## src/rtl/cpu_pkg.sv

```systemverilog
// Shared CPU-side definitions: screen window constants and the frame-buffer arbiter state type.
package cpu_pkg;

  localparam int SCREEN_BASE  = 16384;
  localparam int SCREEN_WORDS = 8192;

  typedef enum logic [1:0] {
    ARB_IDLE  = 2'd0,
    ARB_READ  = 2'd1,
    ARB_WRITE = 2'd2,
    ARB_FLUSH = 2'd3
  } t_arb_state;

endpackage

```

## src/rtl/scr_wr_fifo.sv

```systemverilog
// Screen write queue: synchronous FIFO of (address, data) pairs plus a parallel lookup
// telling whether any queued entry targets a given address.
module scr_wr_fifo #(
  parameter int DEPTH = 4,
  parameter int AW    = 13,
  parameter int DW    = 16
) (
  input  logic                     clk,
  input  logic                     resetN,
  input  logic                     push,
  input  logic [AW-1:0]            push_addr,
  input  logic [DW-1:0]            push_data,
  input  logic                     pop,
  output logic [AW-1:0]            head_addr,
  output logic [DW-1:0]            head_data,
  output logic                     full,
  output logic                     empty,
  output logic [$clog2(DEPTH):0]   level,
  input  logic [AW-1:0]            match_addr,
  output logic                     match
);

  localparam int PW = $clog2(DEPTH);

  // Pointers carry one extra phase bit so full and empty are distinguishable.
  logic [PW:0]   wr_ptr;
  logic [PW:0]   rd_ptr;
  logic [AW-1:0] addr_q [DEPTH];
  logic [DW-1:0] data_q [DEPTH];

  assign level     = wr_ptr - rd_ptr;
  assign empty     = (wr_ptr == rd_ptr);
  assign full      = (wr_ptr[PW] != rd_ptr[PW]) && (wr_ptr[PW-1:0] == rd_ptr[PW-1:0]);
  assign head_addr = addr_q[rd_ptr[PW-1:0]];
  assign head_data = data_q[rd_ptr[PW-1:0]];

  always_ff @(posedge clk or negedge resetN) begin
    if (!resetN) begin
      wr_ptr <= '0;
      rd_ptr <= '0;
    end else begin
      if (push) wr_ptr <= wr_ptr + (PW+1)'(1);
      if (pop)  rd_ptr <= rd_ptr + (PW+1)'(1);
    end
  end

  always_ff @(posedge clk) begin
    if (push) begin
      addr_q[wr_ptr[PW-1:0]] <= push_addr;
      data_q[wr_ptr[PW-1:0]] <= push_data;
    end
  end

  // A slot is live when its distance from the head is below the occupancy.
  always_comb begin
    match = 1'b0;
    for (int i = 0; i < DEPTH; i++) begin
      if (({1'b0, PW'(PW'(i) - rd_ptr[PW-1:0])} < level) && (addr_q[i] == match_addr))
        match = 1'b1;
    end
  end

endmodule

```

## src/rtl/screen_mem_arbiter.sv

```systemverilog
// Shares the single-port screen frame buffer between queued CPU stores and VGA pixel reads;
// reads win unless the queue is full, starved, or holds a pending write to the read address.
module screen_mem_arbiter #(
  parameter int DATA_W      = 16,
  parameter int SCREEN_BASE = cpu_pkg::SCREEN_BASE,
  parameter int SCREEN_AW   = $clog2(cpu_pkg::SCREEN_WORDS),
  parameter int FIFO_DEPTH  = 4,
  parameter int STARVE_MAX  = 8
) (
  input  logic                 clk,
  input  logic                 resetN,
  input  logic                 cpu_write_m,
  input  logic [14:0]          cpu_data_addr,
  input  logic [DATA_W-1:0]    cpu_out_m,
  input  logic                 vga_rd_req,
  input  logic [SCREEN_AW-1:0] vga_rd_addr,
  output logic                 vga_rd_gnt,
  output logic [DATA_W-1:0]    vga_rd_data,
  output logic                 vga_rd_valid,
  output logic [SCREEN_AW-1:0] mem_addr,
  output logic [DATA_W-1:0]    mem_wdata,
  output logic                 mem_wren,
  input  logic [DATA_W-1:0]    mem_rdata,
  output logic [2:0]           fifo_level
);

  import cpu_pkg::*;

  localparam int CW = $clog2(STARVE_MAX + 1);
  localparam int LW = $clog2(FIFO_DEPTH) + 1;

  logic                 in_window;
  logic                 push;
  logic                 pop;
  logic [SCREEN_AW-1:0] push_addr;
  logic [SCREEN_AW-1:0] head_addr;
  logic [DATA_W-1:0]    head_data;
  logic                 fifo_full;
  logic                 fifo_empty;
  logic                 fifo_match;
  logic [LW-1:0]        fifo_lvl;
  logic [CW-1:0]        starve_cnt;
  t_arb_state           slot;
  t_arb_state           state;

  assign in_window = ({17'd0, cpu_data_addr} >= 32'(SCREEN_BASE)) &&
                     ({17'd0, cpu_data_addr} <  32'(SCREEN_BASE + 2**SCREEN_AW));
  assign push      = cpu_write_m && in_window;
  assign push_addr = SCREEN_AW'(cpu_data_addr - 15'(SCREEN_BASE));

  scr_wr_fifo #(
    .DEPTH (FIFO_DEPTH),
    .AW    (SCREEN_AW),
    .DW    (DATA_W)
  ) u_fifo (
    .clk        (clk),
    .resetN     (resetN),
    .push       (push),
    .push_addr  (push_addr),
    .push_data  (cpu_out_m),
    .pop        (pop),
    .head_addr  (head_addr),
    .head_data  (head_data),
    .full       (fifo_full),
    .empty      (fifo_empty),
    .level      (fifo_lvl),
    .match_addr (vga_rd_addr),
    .match      (fifo_match)
  );

  // Slot decision for this cycle; a queued write to the read address must land before the read.
  always_comb begin
    slot = ARB_IDLE;
    if (!fifo_empty && (fifo_full || starve_cnt == CW'(STARVE_MAX)))
      slot = ARB_WRITE;
    else if (vga_rd_req && fifo_match)
      slot = ARB_FLUSH;
    else if (vga_rd_req)
      slot = ARB_READ;
    else if (!fifo_empty)
      slot = ARB_WRITE;
  end

  assign pop         = (slot == ARB_WRITE) || (slot == ARB_FLUSH);
  assign vga_rd_gnt  = resetN && (slot == ARB_READ);
  assign vga_rd_data = vga_rd_valid ? mem_rdata : '0;
  assign fifo_level  = 3'(fifo_lvl);

  always_ff @(posedge clk or negedge resetN) begin
    if (!resetN) begin
      state        <= ARB_IDLE;
      mem_addr     <= '0;
      mem_wdata    <= '0;
      mem_wren     <= 1'b0;
      vga_rd_valid <= 1'b0;
      starve_cnt   <= '0;
    end else begin
      state        <= slot;
      // The read address went out last cycle, so the frame buffer answers now.
      vga_rd_valid <= (state == ARB_READ);
      case (slot)
        ARB_WRITE, ARB_FLUSH: begin
          mem_addr  <= head_addr;
          mem_wdata <= head_data;
          mem_wren  <= 1'b1;
        end
        ARB_READ: begin
          mem_addr  <= vga_rd_addr;
          mem_wren  <= 1'b0;
        end
        default: mem_wren <= 1'b0;
      endcase
      if (fifo_empty || pop)
        starve_cnt <= '0;
      else if (starve_cnt != CW'(STARVE_MAX))
        starve_cnt <= starve_cnt + CW'(1);
    end
  end

endmodule

```

## config.mk

```make
export PLATFORM = sky130hd
export DESIGN_NAME = screen_mem_arbiter
export DESIGN_NICKNAME = d
export VERILOG_FILES = /design/src/rtl/cpu_pkg.sv /design/src/rtl/scr_wr_fifo.sv /design/src/rtl/screen_mem_arbiter.sv
export SDC_FILE = /design/constraint.sdc
export NUM_CORES = 1
export LEC_CHECK = 0
export CAP_MARGIN = 30
export CELL_PAD_IN_SITES_DETAIL_PLACEMENT = 1
export CELL_PAD_IN_SITES_GLOBAL_PLACEMENT = 1
export CORE_MARGIN = 10
export CORE_UTILIZATION = 52
export DETAILED_ROUTE_END_ITERATION = 6
export DONT_BUFFER_PORTS = 1
export HOLD_SLACK_MARGIN = 0.03
export PLACE_DENSITY_LB_ADDON = 0.1
export SLEW_MARGIN = 40
export SYNTH_ARGS = -nofsm -noshare
export SYNTH_HDL_FRONTEND = slang
export SYNTH_HIERARCHICAL = 1
export SYNTH_SLANG_ARGS = --single-unit
export TNS_END_PERCENT = 10
```

## constraint.sdc

```tcl
create_clock -name clk -period 4.6 [get_ports clk]
set_clock_uncertainty 0.05 [all_clocks]
set_input_delay 0.46 -clock clk [delete_from_list [all_inputs] [get_ports clk]]
set_output_delay 0.46 -clock clk [all_outputs]
set_load 0.02 [all_outputs]
```

### Yosys cells after proc, flatten, opt, wreduce, memory -nomap -nowiden

Memory sizes are Yosys's and may differ from the RTL's. A register that Yosys moved wholly into a read port is not among the register bits.
Cells that the tools add are included.

| storage, ports and cells | value |
|---|---|
| logic and storage cells | 70 |
| flip-flop bits (word level) | 27 |
| output and inout bits | 51 |
| memories | 2 |
| bits in writable memories | 116 |

| cells by class | value |
|---|---|
| reduce and logical (&&, ||, !) cells | 18 |
| magnitude comparators | 6 |
| muxes and demuxes | 15 |
| equal/unequal tests | 13 |
| add/subtract/negate cells | 9 |

Memory list:

| name | depth | width | read ports | clocked after Yosys merged registers in | write ports | line | source |
|---|---|---|---|---|---|---|---|
| u_fifo.data_q | 4 | 16 | 1 | 1 | 1 | scr_wr_fifo.sv:29 | `logic [DW-1:0] data_q [DEPTH];` |
| u_fifo.addr_q | 4 | 13 | 5 | 0 | 1 | scr_wr_fifo.sv:28 | `logic [AW-1:0] addr_q [DEPTH];` |

Operators by type and width:

| cell | number |
|---|---|
| $eq 13x13->1 | 4 |
| $pmux 13 s2 | 1 |
| $mux 16 | 1 |
| $ge 15x15->1 const B | 1 |
| $lt 15x15->1 const B | 1 |
| $sub 13x1->13 const B | 1 |
| $lt 2x3->1 | 4 |
| $logic_and 1x1->1 | 10 |
| $mux 2 | 4 |
| $mux 4 | 2 |
| $mux 1 | 7 |
| $add 3x1->3 const B | 2 |
| $add 4x1->4 const B | 1 |
| $eq 2x1->1 const B | 2 |
| $eq 2x2->1 const B | 2 |
| $eq 4x4->1 const B | 1 |
| $ne 4x4->1 const B | 1 |
| $reduce_bool 2->1 | 2 |
| $sub 1x2->2 const A | 2 |
| $sub 2x2->2 const A | 2 |
| $eq 3x3->1 | 1 |
| $logic_or 1x1->1 | 3 |
| $sub 3x3->3 | 1 |
| $eq 2x2->1 | 1 |
| 3 further kinds | 4 |

### Depth between registers and ports, before layout

Gate-level depths: netlist of run 1.

| logic depth | value |
|---|---|
| depth in word-level cells | 14 |
| gate-level depth with buffers | 15 |
| gate-level depth less buffers | 14 |

### By module

Netlist of run 1, hierarchy kept.

Modules (own cells, without submodules):

| module | cells an instance | instances | seq. area each (µm²) | area an instance (µm²) |
|---|---|---|---|---|
| scr_wr_fifo | 276 | 1 | 3633.5 | 5275.1 |
| screen_mem_arbiter | 268 | 1 | 925.9 | 2397.3 |

### Worst setup path before layout of run 1

No wires, ideal clock.

| path | value |
|---|---|
| path type | register to output |
| start | register u_fifo.rd_ptr[1] |
| end | output vga_rd_gnt |
| slack | 0.938 ns |
| buffers on the path | 2 |
| arrival | 3.152 ns |
| data required time | 4.090 ns |
| stages on the path, launching flop included | 13 |
| cell sequence | dfrtp_1 > clkbuf_1 > inv_1 > fa_1 > inv_1 > ha_1 > nor2_1 > nor2_1 > o2111ai_1 > nand4_1 > inv_2 > clkbuf_1 > o2111a_1 |

| on the way | value |
|---|---|
| cells in the longest elaborated chain, start to end | 12 |

RTL lines:

| what | line | source |
|---|---|---|
| from (decl) | scr_wr_fifo.sv:27 | `logic [PW:0] rd_ptr;` |
| from (signal assigned) | scr_wr_fifo.sv:43 | `if (pop) rd_ptr <= rd_ptr + (PW+1)'(1);` |
| $sub 3x3->3 * | scr_wr_fifo.sv:31 | `assign level = wr_ptr - rd_ptr;` |
| named net fifo_level[1] | screen_mem_arbiter.sv:24 | `output logic [2:0] fifo_level` |
| $lt 2x3->1 | scr_wr_fifo.sv:58 | `if (({1'b0, PW'(PW'(i) - rd_ptr[PW-1:0])} < level) && (addr_q[i] == match_addr))` |
| $logic_and 1x1->1 | scr_wr_fifo.sv:58 |  |
| $mux 1 (3 in a row) | scr_wr_fifo.sv:58 |  |
| $mux 1 * | scr_wr_fifo.sv:58 |  |
| named net fifo_match | screen_mem_arbiter.sv:40 | `logic fifo_match;` |
| $logic_and 1x1->1 * | screen_mem_arbiter.sv:76 | `else if (vga_rd_req && fifo_match)` |
| $mux 2 * | screen_mem_arbiter.sv:76 |  |
| $mux 2 * | screen_mem_arbiter.sv:74 | `if (!fifo_empty && (fifo_full \|\| starve_cnt == CW'(STARVE_MAX)))` |
| $eq 2x1->1 * | screen_mem_arbiter.sv:85 | `assign vga_rd_gnt = resetN && (slot == ARB_READ);` |
| $logic_and 1x1->1 * | screen_mem_arbiter.sv:85 |  |
| to (decl) | screen_mem_arbiter.sv:17 | `output logic vga_rd_gnt,` |

The timed path passes the listed nets; every way through them passes the cells marked *.

### Worst setup path after layout of run 1

| path | value |
|---|---|
| start | register u_fifo.wr_ptr[0] |
| end | output vga_rd_gnt |

| on the way | value |
|---|---|
| cells in the longest elaborated chain, start to end | 12 |

RTL lines:

| what | line | source |
|---|---|---|
| from (decl) | scr_wr_fifo.sv:26 | `logic [PW:0] wr_ptr;` |
| from (signal assigned) | scr_wr_fifo.sv:42 | `if (push) wr_ptr <= wr_ptr + (PW+1)'(1);` |
| $sub 3x3->3 * | scr_wr_fifo.sv:31 |  |
| $lt 2x3->1 | scr_wr_fifo.sv:58 |  |
| $logic_and 1x1->1 | scr_wr_fifo.sv:58 |  |
| $mux 1 (3 in a row) | scr_wr_fifo.sv:58 |  |
| $mux 1 * | scr_wr_fifo.sv:58 |  |
| named net fifo_match | screen_mem_arbiter.sv:40 |  |
| $logic_and 1x1->1 * | screen_mem_arbiter.sv:76 |  |
| $mux 2 * | screen_mem_arbiter.sv:76 |  |
| $mux 2 * | screen_mem_arbiter.sv:74 |  |
| $eq 2x1->1 * | screen_mem_arbiter.sv:85 |  |
| $logic_and 1x1->1 * | screen_mem_arbiter.sv:85 |  |

Marked as above.

==> metrics.txt, run 1 <==
outcome completed; CTS root buf clkbuf_16; synthesized net count between 600 and 700; required time of the critical path between 4 and 5 ns; vias in the first global route a little under 5000; TritonCTS clock tree yes; crit path kind reg -> out; synth-to-layout area growth 9.61%; Hold Path Sink u_fifo/addr_q[0][10]$_DFFE_PP_; Async SR Flop Fraction between 20 and 30%; Worst Hold Launch cpu_data_addr[10]; total core area 0.0145 mm2; Worst setup EP type output pin; IO Pins around 120; Post-CTS Setup Inserts 0; R2R Setup Slk roughly 0.75 ns; layout cells sized above 1 between 10% and 20%; CP Max Fanout 14; Post-synth EDFFs 116; Slew HR around half; R2R depth 14; reg2reg start u_fifo/wr_ptr[0]$_DFFE_PN0P_; most common cell in the synthesized netlist edfxtp_1; unrepaired setup endpoints after global routing no; Mapped Avg Cell Area ~14 um2; area post-placement just under 0.008 mm2; library cells used by synthesis between 40 and 50; TritonRoute pass-1 iters 5; post-route clock period utilization 87.6%; Starting Density between 50% and 60%; post-synth top area share between 40% and 50%; Design Area, Final 0.00841 mm2; Vias per Instance roughly 6.5; Most used DFF post-synth edfxtp_1; Num CTS Buffers 17; final non-filler cell total ~730; Peak VDD IR between 300 and 400 uV; largest area contributor in the netlist edfxtp_1; area of the multi-input gates 0.00280 mm2; Pwr per Cell Area approximately 680 mW/mm2; Mapped Cells between 500 and 600; Final #Nets about 620; FF-to-FF End mem_wdata[12]$_DFFE_PN0P_; final wirelength about 20000 um; WHS 0.0799 ns; max-slew violations 0; clock buffer depth 2; Tightest Pin Transition between 0.7 and 0.8 ns; DR iter-0 viols 408; clock sink count around 160; Setup TNS Final 0 ns; DP Cell Count around 700; FF+latch area between 0.004 and 0.005 mm2; gpl congestion between 0.8 and 0.9; synth top area cells edfxtp_1 45%, dfrtp_1 14%, mux4_2 8.5%, xor2_1 4.7%, o311ai_1 3.7%; CTS clock-pin slew for the worst setup and hold paths 0.06 ns; Post-Syn Area ~0.0077 mm2; initial antenna violation count 0; H-tree levels 4; synth cell count leaders 116 x edfxtp_1, 43 x dfrtp_1, 41 x xor2_1; WHS Path Cells 0; final setup fails 0; filler instances 1333; diodes inserted 0; DR vias 4747; Remaining DRCs 0; worst min-delay path class in -> reg; Hold Vio Cnt, Final 0; Skew-Pair Late Insertion Delay 0.42 ns; die area around 0.020 mm2; total grt overflow 0; max_cap viols 0; Seq/Total Area, Yosys approximately three fifths; dpl hpwl between 10000 and 15000 um; Startpoint Class flop; Pleak 3.03 nW; Max Fclk approximately 0.25 GHz; FF+latch count, synth 159; Critical Path AT around 3.5 ns; largest net degree at the start of global routing 44; first-pass GRT wire length between 30000 and 40000 um; yosys warns 6; Die H approximately 140 um; num rows 44; die width 141 um; port bufs 0; Routed WL per cell roughly 27 um; Final ANT Viol Nets 0; Final min period 4.03 ns; gr usage total 20.0%
==> cells by family after synthesis <==
| logic type | Yosys count | share of synthesized area (%) |
|---|---|---|
| flops | 159 | 59.4 |
| compound gates | 127 | 12.6 |
| simple gates | 77 | 5.46 |
| buf+inv | 76 | 4.29 |
| xor+xnor | 60 | 7.05 |
| mux | 29 | 8.51 |
| fa+ha+maj | 16 | 2.71 |
==> critical path: stages, from the launching register on <==
cell and delay, ns:
dfrtp_1 0.44, inv_1 0.14, ha_1 0.20, inv_1 0.08, fa_1 0.53, inv_1 0.12
ha_1 0.29, nor2_1 0.11, nor2_1 0.06, o2111ai_1 0.20, nand4_1 0.25, inv_2 0.30
o2111a_1 0.39
==> per-layer routing <==
metal  GRT usage (%)  vias up  share of wire (%)
met5               0        -                  0
met4            5.33        0                1.2
met3            7.08       19                9.2
met2            30.2      193                 46
met1            26.9     2439                 44
li1                -     2096                  -
==> layout make-up <==
cell class / instances / share of cell area (%)
clock inverters: 10 / 1.37
flip-flops and latches: 159 / 54.2
inverters: 42 / 1.87
clock buffers: 20 / 5.19
well taps: 184 / 2.74
repair buffers: 10 / 1.31
multi-input cells: 309 / 33.3
==> power by group <==
| part | switching, mW | internal (mW) | total, mW | leakage, nW |
|---|---|---|---|---|
| sequential | 0.380 | 1.80 | 2.18 | 1.57 |
| clock | 0.556 | 0.793 | 1.35 | 0.264 |
| combinational | 1.36 | 0.849 | 2.21 | 1.20 |
==> flip-flops by register name, summed over array words and instances (netlist names) <==
signal / count
u_fifo/addr_q: 52
u_fifo/data_q: 64
state: 2
mem_wdata: 16
mem_wren: 1
starve_cnt: 4
u_fifo/wr_ptr: 3
mem_addr: 13
vga_rd_valid: 1
u_fifo/rd_ptr: 3
==> worst max path at each step <==
stage	startpoint	end	slack (ns)	depth (start not counted)
after floorplan	u_fifo/rd_ptr[1]$_DFFE_PN0P_	vga_rd_gnt	0.94	12
after global placement	u_fifo/wr_ptr[0]$_DFFE_PN0P_	mem_wdata[14]$_DFFE_PN0P_	1.16	14
after detailed placement	u_fifo/wr_ptr[0]$_DFFE_PN0P_	mem_wdata[8]$_DFFE_PN0P_	0.79	14
after CTS	u_fifo/wr_ptr[0]$_DFFE_PN0P_	vga_rd_gnt	0.55	12
after global routing	u_fifo/wr_ptr[0]$_DFFE_PN0P_	vga_rd_gnt	0.35	12
final	u_fifo/wr_ptr[0]$_DFFE_PN0P_	vga_rd_gnt	0.57	12
==> per-stage QoR <==
stage / total power, mW / setup slack (ns) / utilization (%)
3_5_place_dp: 4.40 / 0.790 / 54.0
3_3_place_gp: 4.30 / 1.16 / 54.0
6_report: 5.74 / 0.571 / 58.1
5_1_grt: 6.08 / 0.354 / 58.1
2_1_floorplan: 3.83 / 0.938 / -
4_1_cts: 5.77 / 0.547 / 58.1
==> cells in the final DEF (no fill, tap or decap), drive strengths merged, types with 3 or more instances in the layout <==
cell type    n
o211ai      13
dfrtp       43
o21ai       20
a211o       13
xnor2       18
clkbuf      20
ha          15
nor3         7
xor2        42
and3         5
nor2        19
a22oi       13
nor2b        3
mux4        29
nand2        7
o22ai       13
and2        20
o221ai      13
inv         44
o311ai      32
edfxtp     116
nand4        4
o2111ai      4
buf          9
a21oi        3
nor4         5
clkinv       4
==> timing repair <==
item | in CTS | in global routing
resized for setup | 0 | 0
hold endpoints to repair | 43 | 0
hold buffers | 2 | 0
setup endpoints to repair | 0 | 0
Note: power is estimated with default switching activity, not from simulation.
==> run 2, diff against run 1 <==
--- a/config.mk
+++ b/config.mk
@@ -9,7 +9,7 @@
 export CELL_PAD_IN_SITES_DETAIL_PLACEMENT = 1
 export CELL_PAD_IN_SITES_GLOBAL_PLACEMENT = 1
 export CORE_MARGIN = 10
-export CORE_UTILIZATION = 52
+export CORE_UTILIZATION = 53
 export DETAILED_ROUTE_END_ITERATION = 6
 export DONT_BUFFER_PORTS = 1
 export HOLD_SLACK_MARGIN = 0.03
@@ -17,6 +17,5 @@
 export SLEW_MARGIN = 40
 export SYNTH_ARGS = -nofsm -noshare
 export SYNTH_HDL_FRONTEND = slang
-export SYNTH_HIERARCHICAL = 1
 export SYNTH_SLANG_ARGS = --single-unit
 export TNS_END_PERCENT = 10
==> run 2 against run 1 <==
Effect of this change:
- combinational power fell by 26%
- hold slack lost 0.0042 ns
- cell count decreased by 17%
- setup slack improved by 0.046 ns
- core utilization is 1.1 points higher
- cell area down 7.6%
- sequential power barely moved
- register-to-register slack improved by 0.23 ns
- clock power about the same
- largest power group is now registers
- highest routed layer unchanged
==> metrics.txt, run 2 <==
Mapped Cells 418 (-23%); Buf+Inv Stages, Crit Path 3 (-1); CP Max Fanout 18 (+4); TritonRoute pass-1 iters 4 (-1); Routed WL per cell 25.9 um (-5.3%); Hold Vio Cnt, Final 0 (unchanged); Post-CTS Setup Inserts 0 (unchanged); post-synth top area share 49.4% (+4.0 points); final wirelength 15700 um (-22%); Slew HR 46.5% (-3.6 points); largest area contributor in the netlist edfxtp_1; max_cap viols 0 (unchanged); Async SR Flop Fraction 27.0% (unchanged); Setup WS post-layout 0.617 ns (+0.0459 ns); largest net degree at the start of global routing 44 (unchanged); port bufs 0 (unchanged); Tightest Pin Transition 0.803 ns (+0.0543 ns); Worst setup EP type output pin; diodes inserted 0 (unchanged); Num CTS Buffers 17 (unchanged); IO Pins 115 (unchanged); final setup fails 0 (unchanged); max reg flops 64 (unchanged); initial antenna violation count 0 (unchanged); dpl hpwl 10400 um (-24%); Final min period 3.98 ns (-0.0459 ns); CP max-delay cell fa_1; most common cell after layout, fill and taps aside edfxtp_1; Starting Density 53.7% (+0.68 points); Critical Path AT 3.47 ns (-0.05 ns); CP Depth 11 (-1); Mapped Avg Cell Area 16.9 um2 (+20%); Post-synth EDFFs 116 (unchanged); first-pass GRT wire length 24100 um (-22%); required time of the critical path 4.09 ns (about the same); R2R depth 11 (-3); CP peak stage delay 0.52 ns (about the same); num rows 42 (-4.5%); worst min-delay path class in -> reg; WHS Path Cells 0 (unchanged); total core area 0.0131 mm2 (-9.3%); Skew-Pair Late Insertion Delay 0.42 ns (about the same); synth cell count leaders 116 x edfxtp_1, 43 x dfrtp_1, 42 x xor2_1; max-slew violations 0 (unchanged); gr usage total 17.8% (-2.2 points); Setup TNS Final 0 ns (unchanged); gpl congestion 0.787 (-7.7%); outcome completed; synth-to-layout area growth 10.2%; H-tree levels 4 (unchanged); synth top area cells edfxtp_1 49%, dfrtp_1 15%, mux4_2 9.3%, xor2_1 5.2%, and2_1 2.9%; CTS clock-pin slew for the worst setup and hold paths 0.06 ns (about the same); Top delay family on crit path adder cells; Final #Nets 499 (-19%); clock buffer depth 2 (unchanged); crit path kind reg -> out; CTS root buf clkbuf_16; Most used DFF post-synth edfxtp_1; dpl ws 1.03 ns (+0.243 ns); die area 0.0183 mm2 (-8.5%); Startpoint Class flop; Most Frequent Cell on Critical Path inv_1; Max Fclk 0.251 GHz (+1.2%); yosys warns 0 (-6); most common cell in the synthesized netlist edfxtp_1; Peak VDD IR 337 uV (+5.7%); Total Power 5.12 mW (-11%); unrepaired setup endpoints after global routing no; commonest cells after routing, fill and taps aside 116 x edfxtp_1, 42 x xor2_1, 42 x dfrtp_1; DR iter-0 viols 203 (-50%); vias in the first global route 3972 (-20%); library cells used by synthesis 44 (+2.3%); die width 135 um (-4.3%); layout cells sized above 1 22.5% (+8.1 points); clock sink count 159 (unchanged); crit-path cells inv_1, ha_1, inv_1, fa_1, inv_1, ha_1, nor2_1, o21ai_0, a2bb2oi_1, and3_4, and2_2; Pleak 2.78 nW (-8.3%); post-route clock period utilization 86.6% (-1.0 points); DR vias 3522 (-26%); Die H 135 um (-4.3%); TritonCTS clock tree yes; FF+latch count, synth 159 (unchanged); synthesized net count 498 (-20%); Final ANT Viol Nets 0 (unchanged); Pwr per Cell Area 659 mW/mm2 (-3.4%); Remaining DRCs 0 (unchanged); Post-Syn Area 0.00705 mm2 (-8.1%); Vias per Instance 5.80 (-10%); post-layout util 59.2% (+1.1 points); total grt overflow 0 (unchanged); Seq/Total Area, Yosys 64.7% (+5.2 points)
[run 2: cell types whose count changed in the layout (fill, tap and decap cells not counted), sizes merged, moves of 14 or more]
cell    change
o311ai     -32
inv        -29
and2       +14
nor2       -14
o21ai      -18
mux2       +16
[run 2: cells by family (layout without fill, tap and decap cells)]
| kind of cell | Yosys count | after routing | share of synthesized area [%] |
|---|---|---|---|
| AO/OA/AOI/OAI | 26 | 26 | 3.67 |
| buffers and inverters | 41 | 54 | 2.98 |
| flip-flops | 159 | 159 | 64.7 |
| XOR/XNOR | 61 | 61 | 7.58 |
| adder cells (fa/ha/maj) | 16 | 16 | 2.95 |
| AND/OR/NAND/NOR | 68 | 68 | 6.05 |
| multiplexers | 47 | 47 | 12.1 |
[run 2: cell type report]
type,instances,area (um2)
Timing Repair Buffer,10,97.6
Fill cell,1181,5370
Clock buffer,20,447
Inverter,13,48.8
Tap cell,176,220
Multi-Input combinational cell,218,2280
Sequential cell,159,4560
Clock inverter,11,115
[run 2: worst paths after layout]
check,from,endpoint,slack [ns]
min in group asynchronous,resetN,mem_addr[7]$_DFFE_PN0P_,0.50
hold / removal,cpu_out_m[4],u_fifo.data_q[1][4]$_DFFE_PP_,0.08
hold reg to reg,state[1]$_DFF_PN0_,vga_rd_valid$_DFF_PN0_,0.34
max in group asynchronous,resetN,u_fifo.rd_ptr[0]$_DFFE_PN0P_,3.77
setup / recovery,u_fifo.wr_ptr[0]$_DFFE_PN0P_,vga_rd_gnt,0.62
setup reg to reg,u_fifo.wr_ptr[0]$_DFFE_PN0P_,mem_wdata[6]$_DFFE_PN0P_,0.98
[run 2: timing repair]
item | CTS | global route
resized for setup | 0 | 0
hold endpoints to repair | 43 | 0
hold buffers | 2 | 0
[run 2: per-stage QoR]
step | instances | instance area (um2) | hold slack, ns
6_report | 607 | 7770 | 0.0756
3_5_place_dp | 574 | 7170 | 0.117
5_1_grt | 607 | 7770 | 0.0600
4_1_cts | 607 | 7770 | 0.0651
2_1_floorplan | 418 | 7050 | 0.114
3_3_place_gp | 574 | 7170 | 0.117
[run 2: power by group]
part | internal (mW) | total, mW | switching (mW)
registers | 1.80 | 2.15 | 0.352
logic | 0.765 | 1.63 | 0.865
clock network | 0.806 | 1.34 | 0.539
total | 3.37 | 5.12 | 1.76
[run 2: layer usage]
metal	vias to the layer above	share of wire, %	GRT usage [%]
met4	0	1.5	6.28
met1	1853	38	19.7
li1	1562	-	-
met2	92	52	30.6
met5	-	0	0
met3	15	8.2	6.90
==> run 3, diff against run 2 <==
--- a/config.mk
+++ b/config.mk
@@ -9,10 +9,9 @@
 export CELL_PAD_IN_SITES_DETAIL_PLACEMENT = 1
 export CELL_PAD_IN_SITES_GLOBAL_PLACEMENT = 1
 export CORE_MARGIN = 10
-export CORE_UTILIZATION = 53
+export CORE_UTILIZATION = 25
 export DETAILED_ROUTE_END_ITERATION = 6
 export DONT_BUFFER_PORTS = 1
-export HOLD_SLACK_MARGIN = 0.03
 export PLACE_DENSITY_LB_ADDON = 0.1
 export SLEW_MARGIN = 40
 export SYNTH_ARGS = -nofsm -noshare
==> run 3 against run 2 <==
Effect of this change:
- die area is 93% higher
- fmax is 5.7% lower
- total power is 2.5% higher
- hold slack worse by 0.0082 ns
- first-iteration DRC count is 6.4% higher
==> metrics.txt, run 3 (same netlist as run 2, synthesis figures left out) <==
outcome completed; num rows 61 (+45%); required time of the critical path 4.09 ns (about the same); H-tree levels 4 (unchanged); Num CTS Buffers 17 (unchanged); Hold Vio Cnt, Final 0 (unchanged); Setup TNS Final 0 ns (unchanged); WHS Path Cells 0 (unchanged); clock sink count 159 (unchanged); Startpoint Class flop; crit path from u_fifo.wr_ptr[0]$_DFFE_PN0P_; final wirelength 19200 um (+22%); Total Power 5.25 mW (+2.5%); filler instances 2872 (+140%); total grt overflow 0 (unchanged); switch share 36.4% (+2.1 points); CP Max Fanout 18 (unchanged); Design Area, Final 0.00805 mm2 (+3.6%); Tightest Pin Transition 0.692 ns (-0.110 ns); IO Pins 115 (unchanged); Worst Hold Launch cpu_out_m[8]; FF-to-FF End mem_wdata[13]$_DFFE_PN0P_; DR iter-0 viols 216 (+6.4%); die area 0.0353 mm2 (+93%); Peak VDD IR 273 uV (-19%); Routed WL per cell 23.8 um (-8.0%); Skew-Pair Late Insertion Delay 0.43 ns (about the same); Hold Path Sink u_fifo.data_q[0][8]$_DFFE_PP_; largest net degree at the start of global routing 44 (unchanged); die width 188 um (+39%); Vias per Instance 4.34 (-25%); R2R Setup Slk 0.92 ns (-0.06 ns); dpl hpwl 12300 um (+19%); diodes inserted 0 (unchanged); TritonRoute pass-1 iters 4 (unchanged); P_int 3.34 mW (-0.77%); CTS clock-pin slew for the worst setup and hold paths 0.08 ns (+0.02 ns); reg2reg start u_fifo.wr_ptr[0]$_DFFE_PN0P_; gr usage total 10.9% (-6.9 points); Die H 188 um (+39%); max reg flops 64 (unchanged); commonest cells after routing, fill and taps aside 116 x edfxtp_1, 42 x xor2_1, 42 x dfrtp_1; most common cell after layout, fill and taps aside edfxtp_1; port bufs 0 (unchanged); DR vias 3496 (-0.74%); Starting Density 25.4% (-28 points); Clock power frac 27.6% (+1.4 points); max_cap viols 0 (unchanged); gpl congestion 0.728 (-7.5%); Worst setup EP type output pin; Switch Pwr 1.91 mW (+8.9%); Gates resized, CTS repair 0 (unchanged); area post-placement 0.00742 mm2 (+3.4%); total core area 0.0278 mm2 (+110%); max-slew violations 0 (unchanged); crit path kind reg -> out; R2R depth 11 (unchanged); TritonCTS clock tree yes; post-route clock period utilization 91.8% (+5.3 points); Comb power frac 31.5% (-0.3 points); first-pass GRT wire length 27900 um (+16%); synth-to-layout area growth 14.2%; CTS root buf clkbuf_16; Pwr per Cell Area 652 mW/mm2 (-1.0%); worst min-delay path class in -> reg; Final #Nets 495 (-0.80%); Remaining DRCs 0 (unchanged); Critical Path AT 3.72 ns (+0.25 ns); final setup fails 0 (unchanged); Final ANT Viol Nets 0 (unchanged); clock buffer depth 2 (unchanged); Pleak 2.79 nW (+0.14%); initial antenna violation count 0 (unchanged); vias in the first global route 4019 (+1.2%); layout cells sized above 1 23.4% (+0.86 points); Slew HR 53.8% (+7.4 points); Max Fclk 0.237 GHz (-5.7%); unrepaired setup endpoints after global routing no; area of the multi-input gates 0.00229 mm2 (+0.33%); Final min period 4.23 ns (+0.242 ns); register share of total power 40.9% (-1.0 points); FF+latch area 0.00456 mm2 (unchanged)
run 3: timing repair:
item / CTS / global route
buffers inserted: 0 / 0
hold buffers: 2 / 0
hold endpoints to repair: 43 / 0
run 3: power by group through the flow:
| stage | combinational (mW) | clock, mW | sequential [mW] |
|---|---|---|---|
| after floorplan | 1.32 | 0 | 2.11 |
| after global placement | 1.67 | 0 | 2.20 |
| after detailed placement | 1.70 | 0 | 2.20 |
| after CTS | 1.72 | 1.50 | 2.17 |
| after global routing | 1.83 | 1.55 | 2.20 |
| final | 1.65 | 1.45 | 2.15 |
run 3: layout make-up:
cell class                 count  share of cell area, %
timing repair buffer           6                  0.995
inverter                      13                  0.606
sequential                   159                   56.6
multi-input combinational    218                   28.5
clock inverter                15                   2.14
tap                          378                   5.87
clock buffer                  17                   5.28
run 3: metrics by stage:
stage / hold slack [ns] / cells / setup slack (ns) / utilization [%]
after floorplan: 0.114 / 418 / 0.918 / -
after global placement: 0.118 / 772 / 0.867 / 26.7
after detailed placement: 0.118 / 772 / 0.776 / 26.7
after CTS: 0.0433 / 806 / 0.299 / 29.0
after global routing: 0.0403 / 806 / 0.118 / 29.0
final: 0.0674 / 806 / 0.375 / 29.0
run 3: worst max-delay path by stage:
stage	end	depth (start not counted)
floorplan	vga_rd_gnt	12
global placement	vga_rd_gnt	11
detailed placement	vga_rd_gnt	11
CTS	vga_rd_gnt	11
global route	vga_rd_gnt	11
finish	vga_rd_gnt	11
run 3: worst max-delay path, stage by stage, from the launching register on:
cell and delay, ns:
dfrtp_1 0.41, inv_1 0.15, ha_1 0.20, inv_1 0.08
fa_1 0.65, inv_1 0.17, ha_1 0.31, nor2_1 0.10
o21ai_0 0.09, a2bb2oi_1 0.41, and3_4 0.45, and2_2 0.26
run 3: layer usage:
| layer | global-route usage, % | vias up | part of all wire [%] |
|---|---|---|---|
| li1 | - | 1558 | - |
| met1 | 12.1 | 1812 | 40 |
| met2 | 18.6 | 114 | 50 |
| met3 | 4.77 | 12 | 8.7 |
| met4 | 3.42 | 0 | 1.0 |
| met5 | 0 | - | 0 |
